<file path="config.mk">
export PLATFORM = sky130hd
export DESIGN_NAME = pipelined_addsub
export DESIGN_NICKNAME = d
export VERILOG_FILES = /design/src/rtl/pipelined_addsub.sv
export SDC_FILE = /design/constraint.sdc
export NUM_CORES = 1
export LEC_CHECK = 0
export CAP_MARGIN = 10
export CELL_PAD_IN_SITES_DETAIL_PLACEMENT = 0
export CELL_PAD_IN_SITES_GLOBAL_PLACEMENT = 1
export CORE_UTILIZATION = 34
export DETAILED_ROUTE_END_ITERATION = 10
export HOLD_SLACK_MARGIN = 0.06
export PLACE_DENSITY_LB_ADDON = 0.1
export SYNTH_ARGS = -nofsm -noshare
export SYNTH_HDL_FRONTEND = slang
export SYNTH_SLANG_ARGS = --single-unit
</file>
<file path="constraint.sdc">
create_clock -name clk -period 4.1 [get_ports clk]
set_input_delay 1.025 -clock clk [delete_from_list [all_inputs] [get_ports clk]]
set_output_delay 1.025 -clock clk [all_outputs]
set_load 0.01 [all_outputs]
</file>
<file path="src/rtl/pipelined_addsub.sv">
// Signed/unsigned adder-subtractor whose carry chain is cut into SEG-bit segments, one
// register stage per segment. All stages shift or hold together under a valid/ready handshake.
module pipelined_addsub #(
  parameter int WIDTH = 16,
  parameter int SEG   = 4
) (
  input  logic             clk,
  input  logic             rst,
  input  logic             in_valid,
  output logic             in_ready,
  input  logic [WIDTH-1:0] a,
  input  logic [WIDTH-1:0] b,
  input  logic             op,
  input  logic             sat,
  output logic             out_valid,
  input  logic             out_ready,
  output logic [WIDTH-1:0] sum,
  output logic             cout,
  output logic             overflow,
  output logic             zero
);
  localparam int NSTAGES = WIDTH / SEG;

  logic             advance;
  logic             out_valid_q;
  logic             cout_q;
  logic             overflow_q;
  logic             zero_q;
  logic [WIDTH-1:0] sum_q;

  assign advance   = !out_valid_q || out_ready;
  assign in_ready  = advance;
  assign out_valid = out_valid_q;
  assign sum       = sum_q;
  assign cout      = cout_q;
  assign overflow  = overflow_q;
  assign zero      = zero_q;

  genvar gi;
  generate
    for (gi = 0; gi < NSTAGES; gi++) begin : stg
      // REM: operand bits not yet resolved on entry; DONE: result bits resolved on exit
      localparam int REM  = WIDTH - gi * SEG;
      localparam int DONE = (gi + 1) * SEG;

      logic [REM-1:0]  a_in;
      logic [REM-1:0]  bx_in;
      logic            c_in;
      logic            sat_in;
      logic            vld_in;
      logic [SEG:0]    seg_sum;
      logic [DONE-1:0] r_new;

      assign seg_sum = {1'b0, a_in[SEG-1:0]} + {1'b0, bx_in[SEG-1:0]} + {{SEG{1'b0}}, c_in};

      if (gi == 0) begin : g_first
        // Subtraction folds into the adder: invert B here, carry-in of stage 0 is op.
        assign a_in   = a;
        assign bx_in  = b ^ {WIDTH{op}};
        assign c_in   = op;
        assign sat_in = sat;
        assign vld_in = in_valid;
        assign r_new  = seg_sum[SEG-1:0];
      end else begin : g_chain
        assign a_in   = stg[gi-1].g_mid.a_hi_q;
        assign bx_in  = stg[gi-1].g_mid.bx_hi_q;
        assign c_in   = stg[gi-1].g_mid.c_q;
        assign sat_in = stg[gi-1].g_mid.sat_q;
        assign vld_in = stg[gi-1].g_mid.vld_q;
        assign r_new  = {seg_sum[SEG-1:0], stg[gi-1].g_mid.r_q};
      end

      if (gi < NSTAGES - 1) begin : g_mid
        logic [REM-SEG-1:0] a_hi_q;
        logic [REM-SEG-1:0] bx_hi_q;
        logic [DONE-1:0]    r_q;
        logic               c_q;
        logic               sat_q;
        logic               vld_q;

        always_ff @(posedge clk or posedge rst) begin
          if (rst) begin
            a_hi_q  <= '0;
            bx_hi_q <= '0;
            r_q     <= '0;
            c_q     <= 1'b0;
            sat_q   <= 1'b0;
            vld_q   <= 1'b0;
          end else if (advance) begin
            a_hi_q  <= a_in[REM-1:SEG];
            bx_hi_q <= bx_in[REM-1:SEG];
            r_q     <= r_new;
            c_q     <= seg_sum[SEG];
            sat_q   <= sat_in;
            vld_q   <= vld_in;
          end
        end
      end else begin : g_last
        logic             msb_cin;
        logic             ovf_w;
        logic [WIDTH-1:0] res_w;

        // Carry into the MSB is recovered from the MSB sum bit: s = a ^ b ^ cin.
        assign msb_cin = a_in[SEG-1] ^ bx_in[SEG-1] ^ r_new[WIDTH-1];
        assign ovf_w   = msb_cin ^ seg_sum[SEG];

        always_comb begin
          res_w = r_new;
          if (sat_in && ovf_w) begin
            res_w = a_in[SEG-1] ? {1'b1, {(WIDTH-1){1'b0}}} : {1'b0, {(WIDTH-1){1'b1}}};
          end
        end

        always_ff @(posedge clk or posedge rst) begin
          if (rst) begin
            out_valid_q <= 1'b0;
            sum_q       <= '0;
            cout_q      <= 1'b0;
            overflow_q  <= 1'b0;
            zero_q      <= 1'b0;
          end else if (advance) begin
            out_valid_q <= vld_in;
            if (vld_in) begin
              sum_q      <= res_w;
              cout_q     <= seg_sum[SEG];
              overflow_q <= ovf_w;
              zero_q     <= (res_w == '0);
            end
          end
        end
      end
    end
  endgenerate
endmodule
</file>
======== Yosys cells after proc, flatten, opt, wreduce, memory -nomap -nowiden ========
Index checks and enable logic that the tools add are counted.
cells by class
  $add $sub $neg .......................... 8
  mux-type cells .......................... 2
  bitwise logic cells ..................... 4
  reductions and logical operators ........ 5
operators by type and width
  operator                                number
  16-bit two-way mux                      2
  4-bit by 4-bit adder with 5-bit output  4
  5-bit by 1-bit adder with 5-bit output  4
  16-bit zero test                        1
  16-bit bitwise XOR                      1
  1-bit bitwise XOR                       3
  2-bit AND reduction                     1
  1-bit logical AND                       1
  1-bit zero test                         1
  1-bit logical OR                        1
storage, ports and cells
  bits in registers ....................... 101
  input bits .............................. 38
  output and inout port bits .............. 21
  logic and storage cells ................. 42

======== Logic depth before layout (Yosys ltp) ========
Gate-level depths: netlist of run 1.
  depth in word-level cells ............... 7
  gate-level depth with buffers ........... 9

======== Least setup slack after synthesis of run 1 ========
No wires, ideal clock.
  path kind ............................... input to output
  start point ............................. input port out_ready
  end point ............................... output port in_ready
  arrival time ............................ 1782 ps
  required time ........................... 3075 ps
  setup slack ............................. 1293 ps
  stages .................................. 5
  cells stage by stage .................... nor2b_1 > buf_2 > inv_1 > buf_2 > buf_1
between the ends
  word-level cells in the longest chain between the ends .. 1
ends and longest elaborated chain
  element           line  source
  start, declared   16    input logic out_ready,
  1-bit logical OR  31    assign advance = !out_valid_q || out_ready;
  end, declared     10    output logic in_ready,
Every way passes these cells.

======== Worst setup path in the final report of run 1 ========
Same ends and word-level chain as after synthesis.

==> flow_metrics.py, run 1 <==
metrics = {
    "worst_setup_path": {
        "cp_common_cell": "clkdlybuf4s50_1",
        "crit_type": "primary input to output pin",
        "critPathLaunch": "out_ready",
        "path_cells": "clkdlybuf4s50_1, nor2b_4, inv_2, clkdlybuf4s50_1",
        "crit_path_max_fanout": 4,
        "r2r_start": "stg[2].g_mid.a_hi_q[0]$_DFFE_PP0N_",
        "cpPeakStageDelay_ns": 0.57,
        "required_ns": 3.07,
        "start_kind": "primary input",
        "worst_setup_path_end_kind": "output pin",
        "arrival_ns": 2.25,
        "critPathSlowestCell": "clkdlybuf4s50_1",
    },
    "grt": {
        "grtUsageTotal_pct": 14.2,
        "grt_pass1_wl_mm": 15.8,
        "grt_pass1_vias": 3218,
        "grt_max_degree": 91,
        "antenna_found_initial": 0,
        "grt_overflow": 0,
    },
    "logic_synthesis": {
        "yosys.area.top_type": "dfrtp_1",
        "synth.area.top_cells": "dfrtp_1, nand2_1, o21ai_0",
        "async_flop_share_pct": 100,
        "syn_nets": 544,
        "synth_cells": 487,
        "yosysSeqAreaShare_pct": 55.2,
        "post-synth-top-count-cell": "nand2_1",
        "synthDistinctLibCells": 35,
        "yosysWarnings": 0,
        "synth-edff-count": 0,
        "synth.avg_cell_area_sq_um": 9.40,
        "synthFlopType": "dfrtp_1",
        "syn-cell-area_sq_um": 4580,
        "ys_seq_elements": 101,
        "synth_commonest_cells": "nand2_1, dfrtp_1, o21ai_0",
        "synth_top_area_share_pct": 55.2,
    },
    "sta": {
        "max_freq_ghz": 0.306,
        "finalSetupViolCount": 0,
        "tns_ns": 0,
        "fin_crit_sh_pct": 79.8,
        "finalHoldViolCount": 0,
        "finClkSkew_ns": 0.00872,
        "fin_crit_ns": 3.27,
        "rsz0062_at_grt": "false",
        "whs_ns": 0.466,
        "finalMaxSlewViolations": 0,
        "relSlewSlack_pct": 40.8,
        "worst_slew_pin_slew_ns": 0.883,
    },
    "placement": {
        "dp.cells": 700,
        "port_buffers": 58,
        "dp_hpwl_mm": 6.04,
        "place.gp.congestion": 0.755,
    },
    "worst_hold_path": {
        "hold_start": "stg[1].g_mid.a_hi_q[6]$_DFFE_PP0N_",
        "hold_class": "flop to flop",
    },
    "drt": {
        "drt-initial-drc-count": 151,
        "wl_mm": 8.82,
        "via_per_inst": 4.40,
        "ant_nets": 0,
        "vias": 3149,
        "wl_per_cell_um": 12.3,
        "drc": 0,
        "first_pass_iters": 4,
    },
    "floorplan": {
        "core-area_sq_um": 13200,
        "start_util_pct": 34.7,
        "pin_count": 59,
        "rows": 42,
        "die_width_um": 118,
        "die_area_sq_um": 13900,
        "dieHeight_um": 118,
    },
    "power_and_ir_drop": {
        "p_leak_nw": 2.66,
        "power_mw": 4.37,
        "vdd_drop_max_mv": 0.279,
        "power.density_nw_per_um2": 775,
    },
    "layout": {
        "nets": 592,
        "diodes": 0,
        "fill_cells": 1351,
        "layout-drive-gt1-share_pct": 6.11,
        "multi_input_area_sq_um": 1880,
        "fin_cells": 716,
        "areaGrowthSynthToFinish_pct": 23.4,
        "register_area_sq_um": 2530,
    },
    "clock_network": {
        "htree_levels": 3,
        "numCtsBuffers": 9,
        "clockBufferDepth": 2,
        "cts_sinks": 101,
        "cts_setup_buffers": 0,
        "clk_latency_ns": 0.34,
        "clk_pin_slew_ns": 0.06,
        "cts_root_buf": "clkbuf_16",
        "cts_tree": "done",
        "post_cts_resized": 0,
        "postCtsHoldBufs": 0,
    },
    "run": {
        "maxCapViolCount": 0,
    },
    "run_status": {
        "status": "finished clean",
    },
}
routing by layer:
layer,GRT usage [%],vias to the layer above,share of wire (%)
li1,-,1657,-
met1,20.6,1429,53
met2,21.1,53,43
met3,2.33,10,2.7
met4,5.77,0,1.8
met5,0,-,0
layout by cell type (no fill, tap or decap), types with 2 or more instances in the layout:
master           count
a21oi_4              2
inv_1               14
buf_4                4
dfrtp_1            101
mux2_2               2
a211oi_1             2
xnor2_1             17
o21ai_1             10
o21ai_0             31
clkbuf_8             3
clkdlybuf4s50_1     58
nand2_1            193
ha_1                12
fa_1                 7
xor2_1               7
nor2_1               8
nand2b_1             2
clkbuf_16            9
a31oi_1              2
nor4_1               3
a21oi_1             26
clkinv_4             2
a21o_1               7
area by class of cell:
cell class | instances | area share, %
multi-input cells | 344 | 33.4
clock inverters | 4 | 0.975
clock buffers | 12 | 4.72
flip-flops and latches | 101 | 44.8
well taps | 176 | 3.90
inverters | 16 | 1.11
repair buffers | 63 | 11.2
flip-flops by register name (all words and copies together) (netlist names):
signal and count:
cout 1, overflow 1, stg.g_mid.vld_q 3, zero 1
stg.g_mid.a_hi_q 24, stg.g_mid.bx_hi_q 24, sum 16, stg.g_mid.c_q 3
out_valid 1, stg.g_mid.r_q 24, stg.g_mid.sat_q 3
per-stage QoR:
stage / instance area [sq um] / utilization, % / worst slack [ns]
floorplan: 4580 / - / 0.428
global placement: 5330 / 40.4 / 0.815
detailed placement: 5330 / 40.4 / 0.825
CTS: 5650 / 42.8 / 0.809
global route: 5650 / 42.8 / 0.786
finish: 5650 / 42.8 / 0.827
where the power goes:
part,total [mW],switching (mW),internal [mW]
clock,0.892,0.366,0.525
sequential,1.71,0.277,1.43
combinational,1.77,0.998,0.777
path summary, 6_finish.rpt:
kind	to	slack [ns]	cells past startpoint
setup / recovery	in_ready	0.83	4
hold / removal	stg[1].g_mid.a_hi_q[6]$_DFFE_PP0N_	0.47	2
setup reg to reg	sum[13]$_DFFE_PP0P_	1.34	8
hold reg to reg	stg[1].g_mid.a_hi_q[6]$_DFFE_PP0N_	0.47	2
max in group asynchronous	stg[2].g_mid.r_q[7]$_DFFE_PP0N_	2.33	3
min in group asynchronous	stg[0].g_mid.a_hi_q[8]$_DFFE_PP0N_	1.06	2
kinds of logic (layout without fill, tap and decap cells):
| family | count (synthesis) | count (layout) | synth area share (%) |
|---|---|---|---|
| compound gates | 87 | 87 | 11.2 |
| xor+xnor | 26 | 26 | 5.30 |
| fa+ha+maj | 19 | 19 | 6.34 |
| buf+inv | 42 | 95 | 3.77 |
| flops | 101 | 101 | 55.2 |
| mux | 2 | 2 | 0.492 |
| simple gates | 210 | 210 | 17.7 |
worst max-delay path: cells and delay by family:
kind | cells | cell delay [ns]
buf+inv | 3 | 1.18
simple gates | 1 | 0.05
No activity file was read; power rests on OpenSTA's default activity.
==> run 2: changes to the inputs <==
==> constraint.sdc (replaced) <==
create_clock -name clk -period 2.8 [get_ports clk]
set_input_delay 0.7 -clock clk [delete_from_list [all_inputs] [get_ports clk]]
set_output_delay 0.7 -clock clk [all_outputs]
set_load 0.01 [all_outputs]
==> flow_metrics.py, run 2 (synthesis gave the netlist of run 1 again) <==
metrics = {
    "sta": {
        "max_freq_ghz": 0.375,
        "finalHoldViolCount": 0,
        "finClkSkew_ns": 0.00515,
        "fin_crit_ns": 2.66,
        "fin_crit_sh_pct": 95.2,
        "finalMaxSlewViolations": 0,
        "worst_slew_pin_slew_ns": 0.871,
        "rsz0062_at_grt": "false",
        "finalSetupViolCount": 0,
        "tns_ns": 0,
        "relSlewSlack_pct": 41.9,
        "whs_ns": 0.468,
    },
    "placement": {
        "place.gp.congestion": 0.734,
        "port_buffers": 58,
        "dp_hpwl_mm": 6.47,
    },
    "drt": {
        "drc": 0,
        "wl_mm": 9.20,
        "ant_nets": 0,
        "vias": 3211,
        "drt-initial-drc-count": 178,
        "routed.top_layer": "met4",
        "met1Wirelength_mm": 4.76,
        "wl_per_cell_um": 12.7,
        "met2_length_mm": 3.96,
        "wl_met3_um": 290,
        "first_pass_iters": 7,
        "via_per_inst": 4.45,
    },
    "layout": {
        "diodes": 0,
        "nets": 598,
        "largestRegisters": "stg.g_mid.a_hi_q (24), stg.g_mid.bx_hi_q (24), stg.g_mid.r_q (24)",
        "fill_cells": 1357,
        "areaGrowthSynthToFinish_pct": 23.9,
        "layout_commonest_cell": "nand2_1",
        "most-common-layout-cells": "nand2_1, dfrtp_1, clkdlybuf4s50_1",
        "layout-drive-gt1-share_pct": 6.96,
    },
    "clock_network": {
        "clk_pin_slew_ns": 0.06,
        "htree_levels": 3,
        "cts_tree": "done",
        "clockBufferDepth": 2,
        "numCtsBuffers": 9,
        "cts_sinks": 101,
        "clk_latency_ns": 0.35,
        "cts_setup_buffers": 0,
        "cts_root_buf": "clkbuf_16",
    },
    "power_and_ir_drop": {
        "clock_power_share_pct": 19.3,
        "p_sw_mw": 2.45,
        "internal_power_mw": 4.01,
        "vdd_drop_max_mv": 0.402,
        "power.density_nw_per_um2": 1140,
        "p_leak_nw": 2.68,
        "switching_share_pct": 37.9,
        "power_frac_seq_pct": 38.8,
        "pwr-share-comb_pct": 41.9,
    },
    "worst_hold_path": {
        "hold_start": "stg[1].g_mid.a_hi_q[6]$_DFFE_PP0N_",
        "hold_class": "flop to flop",
    },
    "floorplan": {
        "pin_count": 59,
        "dieHeight_um": 118,
        "die_width_um": 118,
        "core-area_sq_um": 13200,
        "rows": 42,
        "die_area_sq_um": 13900,
        "start_util_pct": 34.7,
    },
    "grt": {
        "grt_overflow": 0,
        "grt_pass1_vias": 3306,
        "grt_max_degree": 91,
        "antenna_found_initial": 0,
        "grt_pass1_wl_mm": 16.1,
        "grtUsageTotal_pct": 14.7,
    },
    "worst_setup_path": {
        "r2r_start": "stg[2].g_mid.c_q$_DFFE_PP0N_",
        "crit_path_max_fanout": 5,
        "worst_setup_path_end_kind": "output pin",
        "arrival_ns": 1.96,
        "critPathLaunch": "out_ready",
        "required_ns": 2.10,
        "crit_type": "primary input to output pin",
        "start_kind": "primary input",
    },
    "run": {
        "maxCapViolCount": 0,
    },
    "run_status": {
        "status": "finished clean",
    },
}
run 2: timing repair:
item,CTS,global route
resized for setup,0,1
hold endpoints to repair,0,0
endpoints found under the setup margin,0,12
hold buffers,0,0
run 2: metrics by stage:
stage               std cells  worst slack (ns)  utilization (%)  instance area, sq um  power [mW]
floorplan                 487             0.504                -                  4580        4.33
global placement          706             0.136             40.7                  5370        5.21
detailed placement        706             0.116             40.7                  5370        5.27
CTS                       722             0.102             42.9                  5660        6.55
global route              722            0.0926             43.0                  5670        7.06
finish                    722             0.136             43.0                  5670        6.46
run 2: layout make-up:
| class | count | area (sq um) | share of cell area [%] |
|---|---|---|---|
| Timing Repair Buffer | 69 | 676 | 11.9 |
| Sequential cell | 101 | 2530 | 44.6 |
| Clock buffer | 11 | 243 | 4.28 |
| Inverter | 16 | 63.8 | 1.12 |
| Multi-Input combinational cell | 344 | 1890 | 33.4 |
| Clock inverter | 5 | 50.0 | 0.882 |
| Tap cell | 176 | 220 | 3.88 |
run 2: power by group through the flow:
stage	Clock [mW]	Combinational, mW	Sequential, mW
6_report	1.24	2.71	2.51
5_1_grt	1.35	3.11	2.61
4_1_cts	1.30	2.74	2.52
3_5_place_dp	0	2.73	2.55
3_3_place_gp	0	2.68	2.52
2_1_floorplan	0	1.87	2.46
run 2: final timing paths:
kind                            slack [ns]                                  end  cells past startpoint
worst min register to register        0.47   stg[1].g_mid.a_hi_q[6]$_DFFE_PP0N_                      2
min in group asynchronous             0.80                   sum[2]$_DFFE_PP0P_                      2
worst max-delay path                  0.14                             in_ready                      4
worst min-delay path                  0.47   stg[1].g_mid.a_hi_q[6]$_DFFE_PP0N_                      2
worst max register to register        0.43                  sum[13]$_DFFE_PP0P_                      8
max in group asynchronous             1.34  stg[2].g_mid.bx_hi_q[0]$_DFFE_PP0N_                      3
run 2: per-layer routing:
layer | vias up | track usage, %
li1 | 1669 | -
met1 | 1474 | 20.2
met2 | 56 | 22.0
met3 | 12 | 3.54
met4 | 0 | 6.09
met5 | - | 0
run 2: critical path, stage by stage:
cell	delay [ns]
clkdlybuf4s50_1	0.50
nor2b_4	0.05
inv_2	0.07
clkdlybuf4s50_1	0.63
==> run 3: changes to the inputs <==
--- a/config.mk
+++ b/config.mk
@@ -5,7 +5,6 @@
 export SDC_FILE = /design/constraint.sdc
 export NUM_CORES = 1
 export LEC_CHECK = 0
-export CAP_MARGIN = 10
 export CELL_PAD_IN_SITES_DETAIL_PLACEMENT = 0
 export CELL_PAD_IN_SITES_GLOBAL_PLACEMENT = 1
 export CORE_UTILIZATION = 34
==> results of run 3 <==
The final DEF is identical to that of run 2; final timing and power are the same.
==> RTL edit (config.mk and constraints of run 1) <==
Register the output `overflow` once more; this adds one clock of latency there. The other outputs are not delayed to match.
--- a/src/rtl/pipelined_addsub.sv
+++ b/src/rtl/pipelined_addsub.sv
@@ -34,5 +34,7 @@
   assign sum       = sum_q;
   assign cout      = cout_q;
-  assign overflow  = overflow_q;
+  always_ff @(posedge clk) begin
+    overflow <= overflow_q;
+  end
   assign zero      = zero_q;
 
Function: changed (a bounded check fails within 10 cycles, from zero or initial values and one cycle with rst high).
==> RTL edit against run 1 <==
  * Core utilization shrank 0.46 points
  * Wire length grew 0.49%
  * Sequential cell count grew 1
  * Via count grew 2.4%
  * Area after synthesis shrank 0.11%
  * Clock power shrank 13%
  * Non-clock buffer count is the same
  * Setup slack lost 0.039 ns
  * Cell area shrank 1.1%
  * Combinational power shrank 3%
  * Largest cell class unchanged
  * Sequential share of layout area grew 0.85 points
  * Power shrank 3.6%
==> RTL edit: results (changes against run 1) <==
| Metric | Value |
|---|---|
| Result of the run | `finished, final reports clean` |
| # placed instances | `702 (+0.29%)` |
| Global-route usage over all layers | `13.97% (-0.23 points)` |
| Highest ir drop seen on vdd | `0.0002889 V (+3.6%)` |
| Pre-CTS setup slack | `0.7807 ns (-0.04465 ns)` |
| Via count of the first global-routing pass | `3182 (-1.1%)` |
| Average cell area after synthesis | `9.349 um2 (-0.52%)` |
| Wire length per cell after detailed routing | `12.37 um (+0.49%)` |
| Ranking of synthesized cells by instance count | `sky130_fd_sc_hd__nand2_1 (194), sky130_fd_sc_hd__dfrtp_1 (101), sky130_fd_sc_hd__o21ai_0 (33)` |
| Fraction of synthesis flops using an asynchronous set or reset pin | `99.02% (-0.98 points)` |
| Register share of the cell area | `45.61% (+0.85 points)` |
| R2r setup slk | `1.25 ns (-0.09 ns)` |
| Hold wc startpoint | `overflow_q` |
| Lkg Pwr | `2.621 nW (-1.3%)` |
| Sequential share of the synthesized area | `55.72% (+0.50 points)` |
| Count of different cell masters after synthesis | `34 (-2.9%)` |
| Number of fill cells in the layout | `1374 (+1.7%)` |
| Relative area of non-clock buffer cells in the final design | `11.29% (+0.12 points)` |
| Multi-input gate share of total cell area | `33.29% (-0.082 points)` |
| #MultiIn Comb | `345 (+0.29%)` |
| Last weighted congestion value of the routability-driven placer | `0.7710 (+2.1%)` |
| NumNets Final | `594 (+0.34%)` |
| Maximum fanout along the worst path | `8 (+4)` |
| Detailed placement HPWL | `6104 um (+1.0%)` |
| Total of clock buffers placed in the layout | `11 (-1)` |
| Final setup margin | `0.7879 ns (-0.03923 ns)` |
| Worst Hold End | `overflow` |
| Placed standard-cell area | `5320 um2 (about the same)` |
| CTS sink count | `102 (+0.99%)` |
| Mapped Nets | `546 (+0.37%)` |
| First-pass GRT wire length | `15520 um (-1.8%)` |
RTL edit: changes by cell type in the layout (fill, tap and decap cells not counted), moves of 2 or more:
| cell | run 1 | this run |
|---|---|---|
| sky130_fd_sc_hd__nor4_1 | 3 | 1 |
| sky130_fd_sc_hd__a21oi_2 | 0 | 2 |
| sky130_fd_sc_hd__clkinv_4 | 2 | 0 |
| sky130_fd_sc_hd__clkbuf_8 | 3 | 1 |
| sky130_fd_sc_hd__o21ai_0 | 31 | 33 |
| sky130_fd_sc_hd__clkinvlp_4 | 1 | 3 |
| sky130_fd_sc_hd__a21oi_4 | 2 | 0 |
RTL edit: through the flow:
stage	utilization (%)	hold WS, ns
3_3_place_gp	40.33	0.3542
4_1_cts	42.34	0.3741
3_5_place_dp	40.33	0.3582
6_report	42.34	0.3699
2_1_floorplan	-	0.3470
5_1_grt	42.34	0.3825
RTL edit: worst max-delay path by stage:
| stage | endpoint | slack [ns] |
|---|---|---|
| global placement | in_ready | 0.77 |
| detailed placement | in_ready | 0.78 |
| CTS | in_ready | 0.77 |
| global route | in_ready | 0.75 |
| finish | in_ready | 0.79 |
| floorplan | cout | 0.43 |
RTL edit: cell families after synthesis:
logic type / Yosys count / synth area share [%]
simple gates: 211 / 17.84
flops: 102 / 55.72
compound gates: 87 / 10.67
buf+inv: 42 / 3.777
xor+xnor: 26 / 5.145
fa+ha+maj: 19 / 6.349
mux: 2 / 0.4926
RTL edit: per-layer routing:
layer / GRT usage, % / vias to the layer above / routed length (um)
met3: 3.052 / 9 / 332
met1: 20.03 / 1487 / 4595
met5: 0 / - / 0
li1: - / 1663 / -
met2: 20.70 / 67 / 3810
met4: 4.968 / 0 / 121
